$ cat src/rtl/ps2_host_tx_if.sv
// Interface between a PS/2 command source and ps2_host_tx: command handshake plus the
// raw line inputs and open-drain pull-low enables.
interface ps2_host_tx_if;
  logic [7:0] tx_data;
  logic       tx_start;
  logic       ps2_clk_in;
  logic       ps2_data_in;
  logic       ps2_clk_low;
  logic       ps2_data_low;
  logic       busy;
  logic       done;
  logic       error;

  // Requester side: issues commands and presents the sensed line levels.
  modport master (
    output tx_data, tx_start, ps2_clk_in, ps2_data_in,
    input  ps2_clk_low, ps2_data_low, busy, done, error
  );

  // Transmitter side.
  modport slave (
    input  tx_data, tx_start, ps2_clk_in, ps2_data_in,
    output ps2_clk_low, ps2_data_low, busy, done, error
  );
endinterface

$ cat src/rtl/ps2_host_tx.sv
// PS/2 host-to-device byte transmitter: inhibit, request-to-send, device-clocked shift, ACK.
// Optional watchdog enabled by defining PS2_TX_TIMEOUT_EN.
module ps2_host_tx #(
  parameter int unsigned CLK_FREQ_HZ    = 65_000_000,
  parameter int unsigned INHIBIT_CYCLES = CLK_FREQ_HZ / 10_000,       // 100 us
  parameter int unsigned TIMEOUT_CYCLES = (CLK_FREQ_HZ / 1_000) * 15  // 15 ms
) (
  input  logic           clk,
  input  logic           rst,
  ps2_host_tx_if.slave   bus
);

  localparam int unsigned InhW = $clog2(INHIBIT_CYCLES + 1);
  localparam logic [InhW-1:0] InhLast = InhW'(INHIBIT_CYCLES - 1);

  typedef enum logic [2:0] {
    StIdle,
    StInhibit,
    StRts,
    StShift,
    StAck,
    StWaitIdle
  } state_e;

  state_e          state_q, state_d;
  logic [InhW-1:0] inh_cnt_q, inh_cnt_d;
  logic [3:0]      bit_cnt_q, bit_cnt_d;
  logic [9:0]      shift_q, shift_d;
  logic            clk_low_q, clk_low_d;
  logic            data_low_q, data_low_d;
  logic            busy_q, busy_d;
  logic            done_q, done_d;
  logic            error_q, error_d;

  logic clk_meta_q, clk_sync_q, clk_prev_q;
  logic data_meta_q, data_sync_q;
  logic fall;
  logic wdog_expired;

  // Idle lines are high, so synchronisers reset high to avoid a phantom falling edge.
  always_ff @(posedge clk or negedge rst) begin
    if (!rst) begin
      clk_meta_q  <= 1'b1;
      clk_sync_q  <= 1'b1;
      clk_prev_q  <= 1'b1;
      data_meta_q <= 1'b1;
      data_sync_q <= 1'b1;
    end else begin
      clk_meta_q  <= bus.ps2_clk_in;
      clk_sync_q  <= clk_meta_q;
      clk_prev_q  <= clk_sync_q;
      data_meta_q <= bus.ps2_data_in;
      data_sync_q <= data_meta_q;
    end
  end

  assign fall = clk_prev_q & ~clk_sync_q;

`ifdef PS2_TX_TIMEOUT_EN
  localparam int unsigned TmoW = $clog2(TIMEOUT_CYCLES + 1);
  localparam logic [TmoW-1:0] TmoMax = TmoW'(TIMEOUT_CYCLES);

  logic [TmoW-1:0] wdog_q, wdog_d;

  // Held at zero until RTS, so RTS entry starts the count from zero.
  always_comb begin
    wdog_d = wdog_q;
    if (state_q == StIdle || state_q == StInhibit || fall) begin
      wdog_d = '0;
    end else if (wdog_q != TmoMax) begin
      wdog_d = wdog_q + 1'b1;
    end
  end

  assign wdog_expired = (state_q != StIdle) && (state_q != StInhibit) && (wdog_d == TmoMax);

  always_ff @(posedge clk or negedge rst) begin
    if (!rst) begin
      wdog_q <= '0;
    end else begin
      wdog_q <= wdog_d;
    end
  end
`else
  assign wdog_expired = 1'b0;
`endif

  always_comb begin
    state_d    = state_q;
    inh_cnt_d  = inh_cnt_q;
    bit_cnt_d  = bit_cnt_q;
    shift_d    = shift_q;
    clk_low_d  = clk_low_q;
    data_low_d = data_low_q;
    busy_d     = busy_q;
    done_d     = 1'b0;
    error_d    = 1'b0;

    unique case (state_q)
      StIdle: begin
        clk_low_d  = 1'b0;
        data_low_d = 1'b0;
        if (bus.tx_start) begin
          shift_d   = {1'b1, ~^bus.tx_data, bus.tx_data};
          busy_d    = 1'b1;
          clk_low_d = 1'b1;
          // Counts clock-low cycles already elapsed; clock releases one cycle after RTS entry.
          inh_cnt_d = InhW'(1);
          state_d   = StInhibit;
        end
      end
      StInhibit: begin
        if (inh_cnt_q >= InhLast) begin
          data_low_d = 1'b1;
          state_d    = StRts;
        end else begin
          inh_cnt_d = inh_cnt_q + 1'b1;
        end
      end
      StRts: begin
        clk_low_d = 1'b0;
        bit_cnt_d = '0;
        state_d   = StShift;
      end
      StShift: begin
        if (fall) begin
          data_low_d = ~shift_q[bit_cnt_q];
          bit_cnt_d  = bit_cnt_q + 1'b1;
          if (bit_cnt_q == 4'd9) begin
            state_d = StAck;
          end
        end
      end
      StAck: begin
        if (fall) begin
          if (!data_sync_q) begin
            state_d = StWaitIdle;
          end else begin
            error_d = 1'b1;
            busy_d  = 1'b0;
            state_d = StIdle;
          end
        end
      end
      StWaitIdle: begin
        if (clk_sync_q && data_sync_q) begin
          done_d  = 1'b1;
          busy_d  = 1'b0;
          state_d = StIdle;
        end
      end
      default: begin
        state_d = StIdle;
      end
    endcase

    if (wdog_expired) begin
      clk_low_d  = 1'b0;
      data_low_d = 1'b0;
      error_d    = 1'b1;
      busy_d     = 1'b0;
      state_d    = StIdle;
    end
  end

  always_ff @(posedge clk or negedge rst) begin
    if (!rst) begin
      state_q    <= StIdle;
      inh_cnt_q  <= '0;
      bit_cnt_q  <= '0;
      shift_q    <= '0;
      clk_low_q  <= 1'b0;
      data_low_q <= 1'b0;
      busy_q     <= 1'b0;
      done_q     <= 1'b0;
      error_q    <= 1'b0;
    end else begin
      state_q    <= state_d;
      inh_cnt_q  <= inh_cnt_d;
      bit_cnt_q  <= bit_cnt_d;
      shift_q    <= shift_d;
      clk_low_q  <= clk_low_d;
      data_low_q <= data_low_d;
      busy_q     <= busy_d;
      done_q     <= done_d;
      error_q    <= error_d;
    end
  end

  assign bus.ps2_clk_low  = clk_low_q;
  assign bus.ps2_data_low = data_low_q;
  assign bus.busy         = busy_q;
  assign bus.done         = done_q;
  assign bus.error        = error_q;

endmodule

$ cat src/flat_wrapper.sv
// flat-port wrapper written by rule: the top's interface ports become plain ports
module ps2_host_tx_flat 
#(
  parameter int unsigned CLK_FREQ_HZ    = 65_000_000,
  parameter int unsigned INHIBIT_CYCLES = CLK_FREQ_HZ / 10_000,                
  parameter int unsigned TIMEOUT_CYCLES = (CLK_FREQ_HZ / 1_000) * 15          
)
  (clk, rst, bus_tx_data, bus_tx_start, bus_ps2_clk_in, bus_ps2_data_in, bus_ps2_clk_low, bus_ps2_data_low, bus_busy, bus_done, bus_error);
  ps2_host_tx_if bus_i ();
  input  logic clk;
  input  logic rst;
  input wire logic [$bits(bus_i.tx_data)-1:0] bus_tx_data;
  input wire logic [$bits(bus_i.tx_start)-1:0] bus_tx_start;
  input wire logic [$bits(bus_i.ps2_clk_in)-1:0] bus_ps2_clk_in;
  input wire logic [$bits(bus_i.ps2_data_in)-1:0] bus_ps2_data_in;
  output wire logic [$bits(bus_i.ps2_clk_low)-1:0] bus_ps2_clk_low;
  output wire logic [$bits(bus_i.ps2_data_low)-1:0] bus_ps2_data_low;
  output wire logic [$bits(bus_i.busy)-1:0] bus_busy;
  output wire logic [$bits(bus_i.done)-1:0] bus_done;
  output wire logic [$bits(bus_i.error)-1:0] bus_error;
  assign bus_i.tx_data = bus_tx_data;
  assign bus_i.tx_start = bus_tx_start;
  assign bus_i.ps2_clk_in = bus_ps2_clk_in;
  assign bus_i.ps2_data_in = bus_ps2_data_in;
  assign bus_ps2_clk_low = bus_i.ps2_clk_low;
  assign bus_ps2_data_low = bus_i.ps2_data_low;
  assign bus_busy = bus_i.busy;
  assign bus_done = bus_i.done;
  assign bus_error = bus_i.error;
  ps2_host_tx #(.CLK_FREQ_HZ(CLK_FREQ_HZ), .INHIBIT_CYCLES(INHIBIT_CYCLES), .TIMEOUT_CYCLES(TIMEOUT_CYCLES)) u_core (.clk(clk), .rst(rst), .bus(bus_i));
endmodule
$ cat config.mk
export PLATFORM = sky130hd
export DESIGN_NAME = ps2_host_tx_flat
export DESIGN_NICKNAME = d
export VERILOG_FILES = /design/src/rtl/ps2_host_tx_if.sv /design/src/rtl/ps2_host_tx.sv /design/src/flat_wrapper.sv
export SDC_FILE = /design/constraint.sdc
export NUM_CORES = 1
export LEC_CHECK = 0
export BUFFER_PORTS_ARGS = -buffer_cell sky130_fd_sc_hd__buf_2
export CAP_MARGIN = 40
export CORE_MARGIN = 1
export CORE_UTILIZATION = 61
export CTS_BUF_LIST = sky130_fd_sc_hd__clkbuf_4
export DETAILED_ROUTE_END_ITERATION = 7
export MAX_ROUTING_LAYER = met4
export PLACE_DENSITY_LB_ADDON = 0.15
export SYNTH_ARGS = -nofsm -noshare
export SYNTH_HDL_FRONTEND = slang
export SYNTH_SLANG_ARGS = --single-unit
$ cat constraint.sdc
create_clock -name clk -period 2.6 [get_ports clk]
set_clock_uncertainty 0.2 [all_clocks]
set_input_delay 0.13 -clock clk [delete_from_list [all_inputs] [get_ports clk]]
set_output_delay 0.13 -clock clk [all_outputs]
set_load 0.01 [all_outputs]
* Word level (Yosys, flattened, before mapping)
Index checks and enable logic that the tools add are counted.
** Operators by class
- Reductions and logical operators :: 14
- $add $sub $neg :: 2
- Order comparisons :: 2
- Equal/unequal tests :: 14
- Bitwise gates (word level) :: 3
- Muxes and demuxes :: 30
** Operator list (number)
- 2-to-1 mux 13 bit :: 2
- one-hot mux 13 bit (2 select lines) :: 1
- 2-to-1 mux 3 bit :: 7
- one-hot mux 3 bit (6 select lines) :: 1
- adder 13 x 1 -> 13 bit (second input constant) :: 1
- >= comparator 13 bit (second input constant) :: 1
- 2-to-1 mux 1 bit :: 13
- inequality test 2 x 1 -> 1 bit (second input constant) :: 6
- one-hot mux 4 bit (2 select lines) :: 1
- XNOR reduction 8 bit :: 1
- == test 3 x 2 -> 1 bit (second input constant) :: 2
- == test 3 bit (second input constant) :: 2
- one-hot mux 1 bit (3 select lines) :: 2
- AND reduction 3 bit :: 2
- AND reduction 6 bit :: 1
- nonzero test 2 bit :: 3
- nonzero test 3 bit :: 2
- less-than comparator 4 x 5 -> 1 bit (second input constant) :: 1
- AND reduction 5 bit :: 1
- adder 4 x 1 -> 4 bit (second input constant) :: 1
- binary-select mux 1 bit (select 4 bit) :: 1
- == test 4 bit (second input constant) :: 1
- 2-to-1 mux 4 bit :: 1
- inequality test 2 bit (second input constant) :: 2
- other kinds (7) :: 9
** Storage, ports and cells
- Register bits after elaboration :: 40
- Bits of input ports :: 13
- Word-level logic and storage cells :: 79

* Longest topological paths before layout
- Word-level depth :: 5
- Gate-level depth with buffers :: 7
- Depth with buffers taken out :: 6

* Worst setup path before layout
No wires, ideal clock.
- Path type :: register -> register
- Start point :: register u_core.inh_cnt_q[9]
- End point :: register u_core.inh_cnt_q[8]
- Arrival time :: 1.700 ns
- Buffers on the path :: 0
- Library setup time :: 0.079 ns
- Clock period less this slack :: 1.980 ns
- Setup slack :: 0.620 ns
- Stages on the path, launching flop included :: 6
- Path through :: dfrtp_1 -> or4b_4 -> a211oi_4 -> nor3_1 -> nand3_1 -> mux2i_1
** Between the ends
- Word-level cells in the longest chain between the ends :: 3
** RTL lines
- start, declared :: RTL line ps2_host_tx.sv:26 : logic [InhW-1:0] inh_cnt_q, inh_cnt_d;
- start signal, assigned :: RTL line ps2_host_tx.sv:179 : inh_cnt_q <= inh_cnt_d;
- >= comparator 13 bit :: RTL line ps2_host_tx.sv:113 : if (inh_cnt_q >= InhLast) begin
- inequality test 2 bit (no line)
- AND reduction 3 bit (no line)
No other way between the ends.
A chain may end at the register's enable or synchronous reset.

* Worst setup path after layout
- Start point :: register u_core.clk_sync_q
- End point :: register u_core.state_q[2]
** Between the ends
- Word-level cells in the longest chain between the ends :: 4
- Elaborated cells on any way between the ends :: 7
** RTL lines
- start, declared :: RTL line ps2_host_tx.sv:35 : logic clk_meta_q, clk_sync_q, clk_prev_q;
- start signal, assigned :: RTL line ps2_host_tx.sv:50 : clk_sync_q <= clk_meta_q;
- inverter 1 bit :: RTL line ps2_host_tx.sv:57 : assign fall = clk_prev_q & ~clk_sync_q;
- bitwise AND 1 bit :: RTL line ps2_host_tx.sv:57
- inequality test 2 x 1 -> 1 bit (no line)
- AND reduction 6 bit (no line) (*)
- end signal, assigned :: RTL line ps2_host_tx.sv:168 : state_q <= StIdle;
- end signal, assigned :: RTL line ps2_host_tx.sv:178 : state_q <= state_d;
- end, declared :: RTL line ps2_host_tx.sv:25 : state_e state_q, state_d;
Mark *: on every way between the ends. The rest lies on a longest branch, timed or not.

==> results.sh <==
export IMPL_status="finished clean"
export IMPL_dp_hpwl_um=2750
export IMPL_fmax_ghz=0.454
export IMPL_clk_pin_slew_ns=0.12
export IMPL_die_area_um2=3540
export IMPL_io_pins=18
export IMPL_drtIter0Drc=106
export IMPL_final_cell_area_um2=2330
export IMPL_tightest_slew_ns=0.755
export IMPL_dp_slack_ns=0.378
export IMPL_synthesis_area_um2=2020
export IMPL_htree_levels=2
export IMPL_path_class="reg2reg"
export IMPL_tns_ns=0
export IMPL_grt_max_degree=40
export IMPL_grt_pass1_vias=1555
export IMPL_synth_cells=207
export IMPL_fillers=236
export IMPL_final_setup_worst_slack_ns=0.397
export IMPL_die_h_um=59.5
export IMPL_drtPass1Iterations=4
export IMPL_routabilityCongestion=0.844
export IMPL_antenna_left=0
export IMPL_row_count=20
export IMPL_fin_util=0.750
export IMPL_grt_pass1_wl_um=7020
export IMPL_syn_nets=223
export IMPL_wl_per_cell_um=14.5
export IMPL_relSlewSlack=0.484
export IMPL_path_max_fanout=7
export IMPL_vias=1607
export IMPL_ys_seq_elements=40
export IMPL_antenna_cells=0
export IMPL_cts_tree="yes"
export IMPL_powerDensity_nw_per_um2=785
export IMPL_core_um2=3100
export IMPL_cts_sinks=40
export IMPL_final_cell_mix="nand2_1, dfrtp_1, buf_2"
export IMPL_avgSynthCellArea_um2=9.74
export IMPL_nets=252
export IMPL_cp_data_required_time_ns=2.65
export IMPL_hold_class="in2async"
export IMPL_worstRegToRegCells=5
export IMPL_startpoint_type="flop"
export IMPL_fin_crit_ns=2.20
export IMPL_arrival_ns=2.25
export IMPL_grt_util_all_layers=0.276
export IMPL_holdWs_ns=0.107
export IMPL_cap_violations=0
export IMPL_synth_warnings=0
export IMPL_ir_drop_mv=0.626
export IMPL_cts_root_buf="clkbuf_4"
export IMPL_antenna_found_initial=0
export IMPL_die_w_um=59.5
export IMPL_cts_resized=0
export IMPL_setup_viol_count_final=0
export IMPL_routed_wl_um=4060
export IMPL_leakagePower_nw=1.06
export IMPL_ctsHoldBuffers=12
export IMPL_syn2layout_area_growth_pct=15.4
export IMPL_ff_latch_area_um2=1010
export IMPL_drc_errors=0
export IMPL_synth_cell_types=44
export IMPL_layout_commonest_cell="nand2_1"
export IMPL_drv_slew=0
export IMPL_hold_violations=0
export IMPL_end_kind="flop"
export IMPL_port_buffers=17
export IMPL_dp_cells=261
export IMPL_min_period_over_period=0.847
export IMPL_synth_seq_area_share=0.499
export IMPL_worstSkewPairLatency_ns=0.35
export IMPL_numCtsBuffers=5
export IMPL_place_area_um2=2150
export IMPL_drive_above_1_share=0.177
export IMPL_layout_cells_non_filler=281
export IMPL_postCtsSetupBuffers=0
export IMPL_multiInputGateArea_um2=957
export IMPL_finalPower_mw=1.83
export IMPL_initial_core_util=0.650
export IMPL_cts_buffer_depth=2
export IMPL_routed_via_density=5.72
export IMPL_rsz0062_at_grt="no"
export IMPL_grt_overflow=0
logic make-up after synthesis:
family,after synthesis,synth area share
AO/OA/AOI/OAI,37,0.127
XOR/XNOR,11,0.0478
adder cells (fa/ha/maj),3,0.0186
buffers and inverters,14,0.0261
flip-flops,40,0.499
multiplexers,9,0.0577
AND/OR/NAND/NOR,93,0.223
cell type report:
class	count	share of cell area
clock inverter	2	0.00537
clock buffer	6	0.0193
tap	44	0.0236
inverter	5	0.00806
sequential	40	0.433
timing repair buffer	31	0.0999
multi-input combinational	153	0.411
layer usage:
layer | routed length (um) | track usage | up-vias
met5 | 0 | - | -
met4 | 51 | 0.103 | 0
met3 | 139 | 0.0611 | 5
met2 | 2010 | 0.430 | 39
met1 | 1860 | 0.353 | 784
li1 | - | - | 779
critical path: stages (launching register included):
cell and delay (ns):
dfstp_2 0.60, nor2b_1 0.11, a2111oi_0 0.73, a221o_1 0.23
nor2_1 0.06, o32a_1 0.18
final timing paths:
kind	slack, ns	end	startpoint
setup / recovery	0.40	u_core.state_q[2]	u_core.clk_sync_q
hold / removal	0.11	u_core.shift_q[5]	rst
setup reg to reg	0.40	u_core.state_q[2]	u_core.clk_sync_q
hold reg to reg	0.17	u_core.data_sync_q	u_core.data_meta_q
max in group asynchronous	1.61	u_core.inh_cnt_q[6]	rst
min in group clk	0.17	u_core.data_sync_q	u_core.data_meta_q
synthesized netlist by cell type:
master     number  area share
o32ai_1         1      0.0043
a221o_1         1      0.0050
a22o_1          2      0.0087
a31oi_1         3      0.0093
nor3_2          1      0.0050
or4b_4          1      0.0068
o21ai_1         2      0.0050
nor4_2          1      0.0062
nor2_2          1      0.0031
dfstp_2         5       0.065
a211oi_1        1      0.0037
and2_1          1      0.0031
a21boi_0        1      0.0037
a41o_1          1      0.0050
mux4_2          2       0.022
o22ai_1         1      0.0031
dfrtp_1        35        0.43
or2_2           1      0.0031
nor4_1          4       0.012
nor3b_1         2      0.0074
clkbuf_1        8       0.015
and4_1          2      0.0087
buf_1           1      0.0019
nor2_1         14       0.026
mux2i_1         6       0.030
nand2_1        46       0.086
a21oi_1         7       0.017
nand4_1         6       0.019
a211oi_4        1      0.0099
inv_1           5      0.0093
nor3_1          3      0.0074
and3_1          2      0.0062
nand2b_1        3      0.0093
o32a_1          2      0.0099
ha_1            3       0.019
a31o_1          2      0.0087
a2111oi_0       1      0.0043
xor2_1          1      0.0043
xnor2_1        10       0.043
nand3_1         2      0.0050
mux2_2          1      0.0056
a21oi_2         1      0.0043
o21ai_0        10       0.025
nor2b_1         3      0.0093
state kept, by name, summed over array words and instances, names as in the netlist, 3 cells and up:
register and flops:
u_core.shift_q 10, u_core.inh_cnt_q 13, u_core.bit_cnt_q 4, u_core.state_q 3
power by group:
group / switching, mW / internal (mW) / total (mW)
Combinational: 0.364 / 0.257 / 0.622
Clock: 0.197 / 0.115 / 0.312
Sequential: 0.129 / 0.767 / 0.896
Total: 0.690 / 1.14 / 1.83
Note: power is estimated with default switching activity, not from simulation.
